$ cat src/rtl/traffic_pkg.sv
// Shared definitions for the two-road traffic-light phase sequencer.
//   phase_e  : state codes, also driven out on the phase port
//   dir_e    : which road gets the next green after an all-red clearance
//   LAMP_*   : {R,Y,G} one-hot lamp codes
//   ns_lamp / ew_lamp : lamp head value for a given phase
package traffic_pkg;

  typedef enum logic [2:0] {
    NS_G      = 3'd0,
    NS_Y      = 3'd1,
    ALL_RED   = 3'd2,
    EW_G      = 3'd3,
    EW_Y      = 3'd4,
    PED_WALK  = 3'd5,
    EMERGENCY = 3'd6
  } phase_e;

  typedef enum logic {
    DIR_NS = 1'b0,
    DIR_EW = 1'b1
  } dir_e;

  localparam logic [2:0] LAMP_R = 3'b100;
  localparam logic [2:0] LAMP_Y = 3'b010;
  localparam logic [2:0] LAMP_G = 3'b001;

  function automatic logic [2:0] ns_lamp(input phase_e p);
    case (p)
      NS_G:    return LAMP_G;
      NS_Y:    return LAMP_Y;
      default: return LAMP_R;
    endcase
  endfunction

  function automatic logic [2:0] ew_lamp(input phase_e p);
    case (p)
      EW_G:    return LAMP_G;
      EW_Y:    return LAMP_Y;
      default: return LAMP_R;
    endcase
  endfunction

endpackage

$ cat src/rtl/tick_prescaler.sv
// Divides clk into single-cycle phase ticks.
//   clk  : system clock
//   rst  : synchronous active-high reset, clears the divider
//   en   : 1 = divider advances, 0 = divider frozen (no ticks)
//   tick : one-cycle pulse every TICK_DIV enabled clk cycles
module tick_prescaler #(
  parameter int TICK_DIV = 4
) (
  input  logic clk,
  input  logic rst,
  input  logic en,
  output logic tick
);

  localparam int PW = (TICK_DIV > 1) ? $clog2(TICK_DIV) : 1;
  localparam logic [PW-1:0] LAST = PW'(TICK_DIV - 1);

  logic [PW-1:0] cnt_q;
  logic [PW-1:0] cnt_d;

  always_comb begin
    cnt_d = cnt_q;
    if (en) begin
      cnt_d = (cnt_q == LAST) ? '0 : cnt_q + PW'(1);
    end
  end

  always_ff @(posedge clk) begin
    if (rst) begin
      cnt_q <= '0;
    end else begin
      cnt_q <= cnt_d;
    end
  end

  assign tick = en && (cnt_q == LAST);

endmodule

$ cat src/rtl/traffic_phase_controller.sv
// Two-road (NS/EW) traffic-light phase sequencer with pedestrian service
// and emergency all-red override. All outputs are registered.
//   clk, rst  : system clock, synchronous active-high reset
//   en        : 1 = phase ticks advance, 0 = prescaler and timer frozen
//   ped_req   : pedestrian button (any pulse width, latched)
//   emg       : emergency request (level)
//   ns_light  : NS head {R,Y,G} one-hot
//   ew_light  : EW head {R,Y,G} one-hot
//   ped_walk  : walk lamp, high only in PED_WALK
//   phase     : current state code (traffic_pkg::phase_e)
//   remaining : ticks left in the current phase minus 1
import traffic_pkg::*;

module traffic_phase_controller #(
  parameter int TICK_DIV = 4,
  parameter int GREEN_T  = 8,
  parameter int YELLOW_T = 3,
  parameter int ALLRED_T = 1,
  parameter int PED_T    = 5,
  parameter int CNT_W    = 8
) (
  input  logic             clk,
  input  logic             rst,
  input  logic             en,
  input  logic             ped_req,
  input  logic             emg,
  output logic [2:0]       ns_light,
  output logic [2:0]       ew_light,
  output logic             ped_walk,
  output logic [2:0]       phase,
  output logic [CNT_W-1:0] remaining
);

  localparam logic [CNT_W-1:0] GREEN_LD  = CNT_W'(GREEN_T - 1);
  localparam logic [CNT_W-1:0] YELLOW_LD = CNT_W'(YELLOW_T - 1);
  localparam logic [CNT_W-1:0] ALLRED_LD = CNT_W'(ALLRED_T - 1);
  localparam logic [CNT_W-1:0] PED_LD    = CNT_W'(PED_T - 1);

  logic tick;

  phase_e           state_q, state_d;
  logic [CNT_W-1:0] rem_q, rem_d;
  dir_e             dir_q, dir_d;
  logic             ped_q, ped_d;
  logic [2:0]       ns_light_q, ns_light_d;
  logic [2:0]       ew_light_q, ew_light_d;
  logic             ped_walk_q, ped_walk_d;
  logic             expire;

  tick_prescaler #(
    .TICK_DIV (TICK_DIV)
  ) u_prescaler (
    .clk  (clk),
    .rst  (rst),
    .en   (en),
    .tick (tick)
  );

  always_comb begin
    state_d = state_q;
    dir_d   = dir_q;
    rem_d   = rem_q;
    expire  = tick && (rem_q == '0);
    // PED_WALK ignores the button; the walk it would request is being served.
    ped_d   = ped_q | (ped_req && (state_q != PED_WALK));
    if (tick && (rem_q != '0)) begin
      rem_d = rem_q - CNT_W'(1);
    end

    case (state_q)
      NS_G: begin
        // Emergency cuts green short immediately, but still via yellow.
        if (emg || expire) begin
          state_d = NS_Y;
          rem_d   = YELLOW_LD;
        end
      end
      EW_G: begin
        if (emg || expire) begin
          state_d = EW_Y;
          rem_d   = YELLOW_LD;
        end
      end
      NS_Y: begin
        if (expire) begin
          state_d = ALL_RED;
          rem_d   = ALLRED_LD;
          dir_d   = DIR_EW;
        end
      end
      EW_Y: begin
        if (expire) begin
          state_d = ALL_RED;
          rem_d   = ALLRED_LD;
          dir_d   = DIR_NS;
        end
      end
      ALL_RED: begin
        if (expire) begin
          if (emg) begin
            state_d = EMERGENCY;
            rem_d   = '0;
          end else if (ped_q) begin
            state_d = PED_WALK;
            rem_d   = PED_LD;
            ped_d   = 1'b0;
          end else if (dir_q == DIR_NS) begin
            state_d = NS_G;
            rem_d   = GREEN_LD;
          end else begin
            state_d = EW_G;
            rem_d   = GREEN_LD;
          end
        end
      end
      PED_WALK: begin
        if (expire) begin
          if (emg) begin
            state_d = EMERGENCY;
            rem_d   = '0;
          end else if (dir_q == DIR_NS) begin
            state_d = NS_G;
            rem_d   = GREEN_LD;
          end else begin
            state_d = EW_G;
            rem_d   = GREEN_LD;
          end
        end
      end
      EMERGENCY: begin
        // Held without ticks; release always passes through a full clearance.
        rem_d = '0;
        if (!emg) begin
          state_d = ALL_RED;
          rem_d   = ALLRED_LD;
        end
      end
      default: begin
        state_d = ALL_RED;
        rem_d   = ALLRED_LD;
      end
    endcase

    ns_light_d = ns_lamp(state_d);
    ew_light_d = ew_lamp(state_d);
    ped_walk_d = (state_d == PED_WALK);
  end

  always_ff @(posedge clk) begin
    if (rst) begin
      state_q    <= ALL_RED;
      rem_q      <= ALLRED_LD;
      dir_q      <= DIR_NS;
      ped_q      <= 1'b0;
      ns_light_q <= LAMP_R;
      ew_light_q <= LAMP_R;
      ped_walk_q <= 1'b0;
    end else begin
      state_q    <= state_d;
      rem_q      <= rem_d;
      dir_q      <= dir_d;
      ped_q      <= ped_d;
      ns_light_q <= ns_light_d;
      ew_light_q <= ew_light_d;
      ped_walk_q <= ped_walk_d;
    end
  end

  assign ns_light  = ns_light_q;
  assign ew_light  = ew_light_q;
  assign ped_walk  = ped_walk_q;
  assign phase     = state_q;
  assign remaining = rem_q;

endmodule
$ cat config.mk
export PLATFORM = sky130hd
export DESIGN_NAME = traffic_phase_controller
export DESIGN_NICKNAME = d
export VERILOG_FILES = /design/src/rtl/traffic_pkg.sv /design/src/rtl/tick_prescaler.sv /design/src/rtl/traffic_phase_controller.sv
export SDC_FILE = /design/constraint.sdc
export NUM_CORES = 1
export LEC_CHECK = 0
export ABC_AREA = 1
export CORE_ASPECT_RATIO = 0.7
export CORE_MARGIN = 2
export CORE_UTILIZATION = 47
export DETAILED_ROUTE_END_ITERATION = 10
export GPL_TIMING_DRIVEN = 0
export PLACE_DENSITY = 0.83
export SYNTH_ARGS = -nofsm -noshare
export SYNTH_HDL_FRONTEND = slang
export SYNTH_SLANG_ARGS = --single-unit
$ cat constraint.sdc
create_clock -name clk -period 1.7 [get_ports clk]
set_clock_uncertainty 0.15 [all_clocks]
set_input_delay 0.34 -clock clk [delete_from_list [all_inputs] [get_ports clk]]
set_output_delay 0.34 -clock clk [all_outputs]
set_load 0.01 [all_outputs]
# Word-level counts from Yosys, hierarchy flattened
# Cells that the tools add are included.
# classes
n_addsub	2
n_mul	0
div_mod_pow	0
order_cmp	0
n_eq_ne	14
n_shift	0
mux	30
bitwise	1
reduce_logical	13
# ops
operator	n
$mux 8	5
$mux 3	11
$pmux 8 s4	1
$pmux 3 s6	1
$eq 3x3->1 const B	5
$pmux 3 s2	2
$eq 3x2->1 const B	3
$logic_not 8->1	1
$reduce_bool 8->1	1
$sub 8x1->8 const B	1
$eq 3x1->1 const B	2
$logic_not 3->1	2
$mux 1	6
$mux 2	3
$logic_and 1x1->1	4
$ne 2x2->1 const B	2
$reduce_or 2->1	2
$ne 3x3->1 const B	1
$reduce_and 3->1	1
$add 2x1->2 const B	1
$eq 2x2->1 const B	1
$pmux 1 s2	1
$reduce_bool 2->1	1
$logic_or 1x1->1	1
$or 1x1->1	1
# word_totals
register_bits	22
latch_bits	0
ram_bits	0
rom_bits	0
inputBits	5
output_inout_bits	18
wordCells	68
mem_count	0

# Logic depth before layout (Yosys ltp)
# logic_depth
depth_word	8
depth_mapped	14
mapped_depth_nobuf	13

# By module
# Synthesis repeated with hierarchy kept, for this count alone.
# unflattened
cells_unflattened	186
area_unflattened_um2	1286.2
# by_module_without_submodules
module	n_inst	cells_per_inst	area_each_um2	seq_area_each_um2
traffic_phase_controller	1	170	1178.6	400.4
tick_prescaler	1	16	107.6	40.0

# Worst setup path before layout
# Ideal clock, no wire load.
# synth_path
path_type	register to register
start	register rem_q[0], in the netlist remaining[0]
end	register ew_light_q[2], in the netlist ew_light[2]
setup_ps	109
arrival_time_ps	1558
required_ps	1441
path_slack_ps	-117
stages_incl_launch_ff	13
n_path_buf	1
path_cell_list	dfxtp_1 -> inv_1 -> ha_1 -> nand2_1 -> nor2_2 -> nand3_2 -> buf_6 -> nand3_4 -> nand3_2 -> nor2_4 -> nand3_2 -> nand2_1 -> inv_1
# synth_between
elab_chain_cells	7
# synth_lines
item	line	text
start, declared	traffic_phase_controller.sv:42	logic [CNT_W-1:0] rem_q, rem_d;
start signal, assigned	traffic_phase_controller.sv:160	rem_q <= rem_d;
$logic_not 8->1 (*)	traffic_phase_controller.sv:63	expire = tick && (rem_q == '0);
$logic_and 1x1->1 (*)	traffic_phase_controller.sv:63	
$logic_or 1x1->1	traffic_phase_controller.sv:73, traffic_phase_controller.sv:79	
$mux 3 (on tied branches)	traffic_phase_controller.sv:79, traffic_phase_controller.sv:73	
$pmux 3 s6 (*)	traffic_phase_controller.sv:70	case (state_q)
$eq 3x3->1 / $eq 3x2->1 (equally long branches)	traffic_pkg.sv:36	case (p)
$pmux 3 s2 (*)	traffic_pkg.sv:36	
end signal, assigned	traffic_phase_controller.sv:164	ew_light_q <= ew_light_d;
end, declared	traffic_phase_controller.sv:46	logic [2:0] ew_light_q, ew_light_d;
# Mark *: on every way between the ends. The rest lies on a longest branch, timed or not.
# A chain may end at the register's enable or synchronous reset.

# Final worst setup path
# layout_path
start	register rem_q[1], in the netlist remaining[1]
end	register ew_light_q[2], in the netlist ew_light[2]
# Same word-level chain as after synthesis.

==> results by stage <==
Global route:
- The maximum number of pins on one net before global-route repair is 13.
- The first global-routing pass estimated 5660 um of wire.
- The initial antenna violation count was 0.
- Global routing finished with a remaining overflow of 0.
- The combined global-route utilization of all metal layers is 20.8%.
- The number of global-route vias before repair is 1230.

Yosys:
- The largest total area in the synthesized netlist belongs to dfxtp_1.
- The mean instance size in the synthesized netlist is 7.29 sq um.
- The number of storage elements in the synthesis netlist is 22.
- The number of warning messages in the yosys log is 0.
- After synthesis, flip-flops and latches occupy 31.5% of the total area.
- Counting every net in the synthesized netlist gives 199.
- In this run the biggest area consumer among cell types represents 31.5% of the synthesized area.
- Yosys attributes the largest share of cell area to dfxtp_1 31%, nand2_1 10%, inv_1 6.7%.
- The number of distinct library cells after synthesis is 30.
- The area of the mapped netlist is 0.00140 sq mm.
- The number of cells produced by synthesis is 192.

Place:
- The number of buffers inserted by port buffering is 21.
- After detailed placement, the total cell area comes to 0.00167 sq mm.
- Once detailed placement completed, the half-perimeter wirelength came to 2240 um.
- The final weighted congestion in routability-driven placement is 0.923.
- The setup slack at placement is -0.520 ns.

Detailed routing:
- For this block, the routed nets add up to 3890 um of wire.
- In the routed layout, each cell is associated on average with a via count of 5.45.
- The final route contains 1455 vias.
- After the first detailed-routing iteration, the DRC count stood at 139.
- The detailed-route DRC error count is 0.
- The number of detailed-route iterations in the first pass is 4.
- In this run the remaining antenna-violating nets after routing total 0.
- After detailed routing, the average wire length per cell comes to 14.6 um.

Cells and area:
- Cells with a size suffix above 1 make up 43.3% of the layout.
- The number of filler cells placed in the layout is 184.
- The finished cells cover 0.00203 sq mm.
- The net total in the final layout is 239.
- The synthesis-to-layout area growth is 45.2%.
- The total inserted antenna cells is 0.

Worst setup path:
- The required arrival time at the worst endpoint is 1.72 ns.
- The top fanout value on the critical path is 5.
- The reg2reg setup slack is -0.17 ns.
- Measured in cells, the most critical reg-to-reg path has a length of 13.
- At the worst endpoint, the arrival time is 1.89 ns.
- The kind of capture point of the worst setup path is a register.
- The startpoint identified for the worst register-to-register timing path is remaining[1].
- The worst register-to-register path ends at ew_light[2].
- By startpoint and endpoint, the worst setup path is classified as register to register.
- The kind of start point of the critical path is a register.

Floorplanning:
- The core region is 0.00282 sq mm.
- Once the floorplan was initialized, standard cells occupied 49.6% of the core.
- The die covers 0.00344 sq mm.
- The die extent in x is 69.2 um.
- The die boundary height is 49.7 um.
- 23 I/O pins were placed.
- The initialized floorplan defines 16 standard-cell rows.

Timing:
- Once routing completed, OpenROAD measured the worst setup slack at -0.165 ns.
- Setup repair after global routing could not meet its margin everywhere.
- The worst path in the final design needs a cycle of 1.87 ns, including I/O delays and setup.
- Derived from the worst setup path, the maximum achievable clock frequency is 536 MHz.
- The max-slew violation total from the final report is 0.
- The worst slew margin relative to its limit is 77.5%.
- The setup violation total in the final timing report is 8.
- Of the available clock period, the critical path in the final layout requires 110%.
- The slew at the pin with the worst max-slew slack is 0.338 ns.
- The count of endpoints failing hold in the final timing report is 0.

CTS:
- For the worst-skew pair, the clock arrives at the later sink with an insertion delay of 0.27 ns.
- The CTS tree is yes.
- The clock passes through at most 2 buffers.
- CTS placed an instance of clkbuf_8 at the clock tree root.
- In this run the number of H-tree levels came out at 1.
- The clock sink total is 22.
- Clock tree synthesis inserted a total of 3 buffers.
- The clock-pin transition on the worst setup and hold timing paths is 0.08 ns.
- The cts-stage hold buffer count is 0.

Power and ir drop:
- For this design the ratio of total power to cell area is 1140 mW/mm^2.
- Summed over all cells, the static leakage comes to 1.02 nW.
- Across the VDD grid, the largest voltage drop is 0.629 mV.

Min path:
- For hold timing, the worst endpoint is dir_q.
- The critical hold path startpoint is rst.
- The class of the worst hold path is input port to register.
- The number of instances on the worst hold path is 2.

Status:
- The checks that failed: setup timing.
- The flow ran to the end, but the final reports show violations.

Flow run:
- The number of violations of the max-capacitance limit is 0.
[flip-flops by register name, indices dropped and copies added (netlist names)]
name / count
remaining: 8
u_prescaler.cnt_q: 2
ns_light: 3
phase: 3
ped_walk: 1
ew_light: 3
dir_q: 1
ped_q: 1
[stage by stage]
stage                     std cells  hold slack, ns  TNS [ns]  util [%]  power (mW)
after CTS                       260           0.188   -0.0607      64.8        2.08
after global routing            267           0.191     -1.15      72.0        2.46
after floorplan                 192           0.324         0         -        1.33
after detailed placement        249           0.351     -6.87      59.3        1.60
after global placement          249           0.344     -6.64      59.3        1.58
final                           267           0.194    -0.371      72.0        2.32
[routing by layer]
| layer | vias up | part of all wire (%) | track usage (%) |
|---|---|---|---|
| met5 | - | 0 | 0 |
| met4 | 0 | 2.5 | 4.90 |
| met3 | 15 | 8.5 | 4.91 |
| met2 | 71 | 46 | 32.9 |
| met1 | 677 | 43 | 28.8 |
| li1 | 692 | - | - |
[what timing repair did]
action,CTS,global route
pin swaps,7,14
buffers inserted,7,7
setup endpoints to repair,27,21
resized for setup,28,43
[area by class of cell]
cell class              instances  area [sq um]  area share [%]
flip-flops and latches         22           463            22.8
inverters                      32           128            6.28
plain buffers                   3          27.5            1.35
repair buffers                 35           327            16.1
clock buffers                   4          55.1            2.71
multi-input cells             135           988            48.6
well taps                      36          45.0            2.22
[worst max-delay path by stage]
stage                         startpoint           to  cells past startpoint
global route                remaining[1]  ew_light[2]                     13
CTS                         remaining[0]  ew_light[2]                     12
detailed placement                    en  ew_light[2]                     11
finish                      remaining[1]  ew_light[2]                     13
floorplan           u_prescaler.cnt_q[0]  ew_light[2]                     11
global placement                      en  ew_light[2]                     11
[synthesized netlist by cell type]
| cell type | number |
|---|---|
| a211oi_2 | 1 |
| nand3_4 | 2 |
| o21ai_2 | 1 |
| nor2_1 | 17 |
| nand4_1 | 6 |
| nand3_1 | 11 |
| o21ai_1 | 2 |
| xnor2_1 | 1 |
| o21ai_0 | 9 |
| inv_1 | 25 |
| buf_6 | 1 |
| nand2_4 | 1 |
| or2_2 | 2 |
| nor2_8 | 2 |
| a21oi_1 | 9 |
| clkinv_1 | 1 |
| nor2_2 | 5 |
| nor3_1 | 1 |
| inv_2 | 6 |
| ha_1 | 2 |
| nor2_4 | 5 |
| o22ai_1 | 1 |
| xor2_1 | 4 |
| buf_2 | 2 |
| nor3_2 | 1 |
| dfxtp_1 | 22 |
| nand2_2 | 4 |
| nand2_1 | 38 |
| nand2b_1 | 1 |
| nand3_2 | 9 |
[cells by family after synthesis]
group	synth area share [%]
XOR/XNOR	3.13
AO/OA/AOI/OAI	9.12
AND/OR/NAND/NOR	44.4
flip-flops	31.5
buffers and inverters	10.1
adder cells (fa/ha/maj)	1.79
[placed cells by master (no fill, tap or decap), types with 2 or more instances in the layout]
| cell type | netlist | routed |
|---|---|---|
| nand2_1 | 38 | 30 |
| inv_1 | 25 | 21 |
| buf_4 | 0 | 13 |
| nor2_1 | 17 | 12 |
| clkdlybuf4s50_1 | 0 | 12 |
| dfxtp_1 | 22 | 10 |
| dfxtp_2 | 0 | 9 |
| inv_2 | 6 | 8 |
| nand3_2 | 9 | 8 |
| nand3_1 | 11 | 8 |
| nor2_2 | 5 | 8 |
| nor2_4 | 5 | 7 |
| nand2_2 | 4 | 7 |
| nand3_4 | 2 | 6 |
| o21ai_0 | 9 | 6 |
| nand4_1 | 6 | 6 |
| a21oi_1 | 9 | 6 |
| nand2_4 | 1 | 5 |
| dlygate4sd2_1 | 0 | 5 |
| xor2_1 | 4 | 4 |
| clkbuf_8 | 0 | 4 |
| dlymetal6s2s_1 | 0 | 4 |
| inv_4 | 0 | 3 |
| o21ai_1 | 2 | 3 |
| o21ai_2 | 1 | 3 |
| a21oi_2 | 0 | 3 |
| dfxtp_4 | 0 | 3 |
| nor2_8 | 2 | 2 |
| or2_4 | 0 | 2 |
| ha_4 | 0 | 2 |
| buf_6 | 1 | 2 |
[critical path: stages (launching register included)]
cell and delay, ns:
dfxtp_4 0.36, inv_4 0.05, ha_4 0.16, nand2_4 0.06
nor2_4 0.09, nand3_4 0.10, nand2_4 0.10, nand2_1 0.09
nand2_1 0.13, nor2_4 0.07, nor2_2 0.13, nand3_2 0.13
nand2_1 0.09, inv_1 0.05
[power breakdown]
part           total [mW]  switching (mW)  internal (mW)
registers           0.663          0.0633          0.600
logic                1.27           0.746          0.523
clock network       0.389           0.182          0.207
total                2.32           0.991           1.33
(Power assumes the default switching activity.)
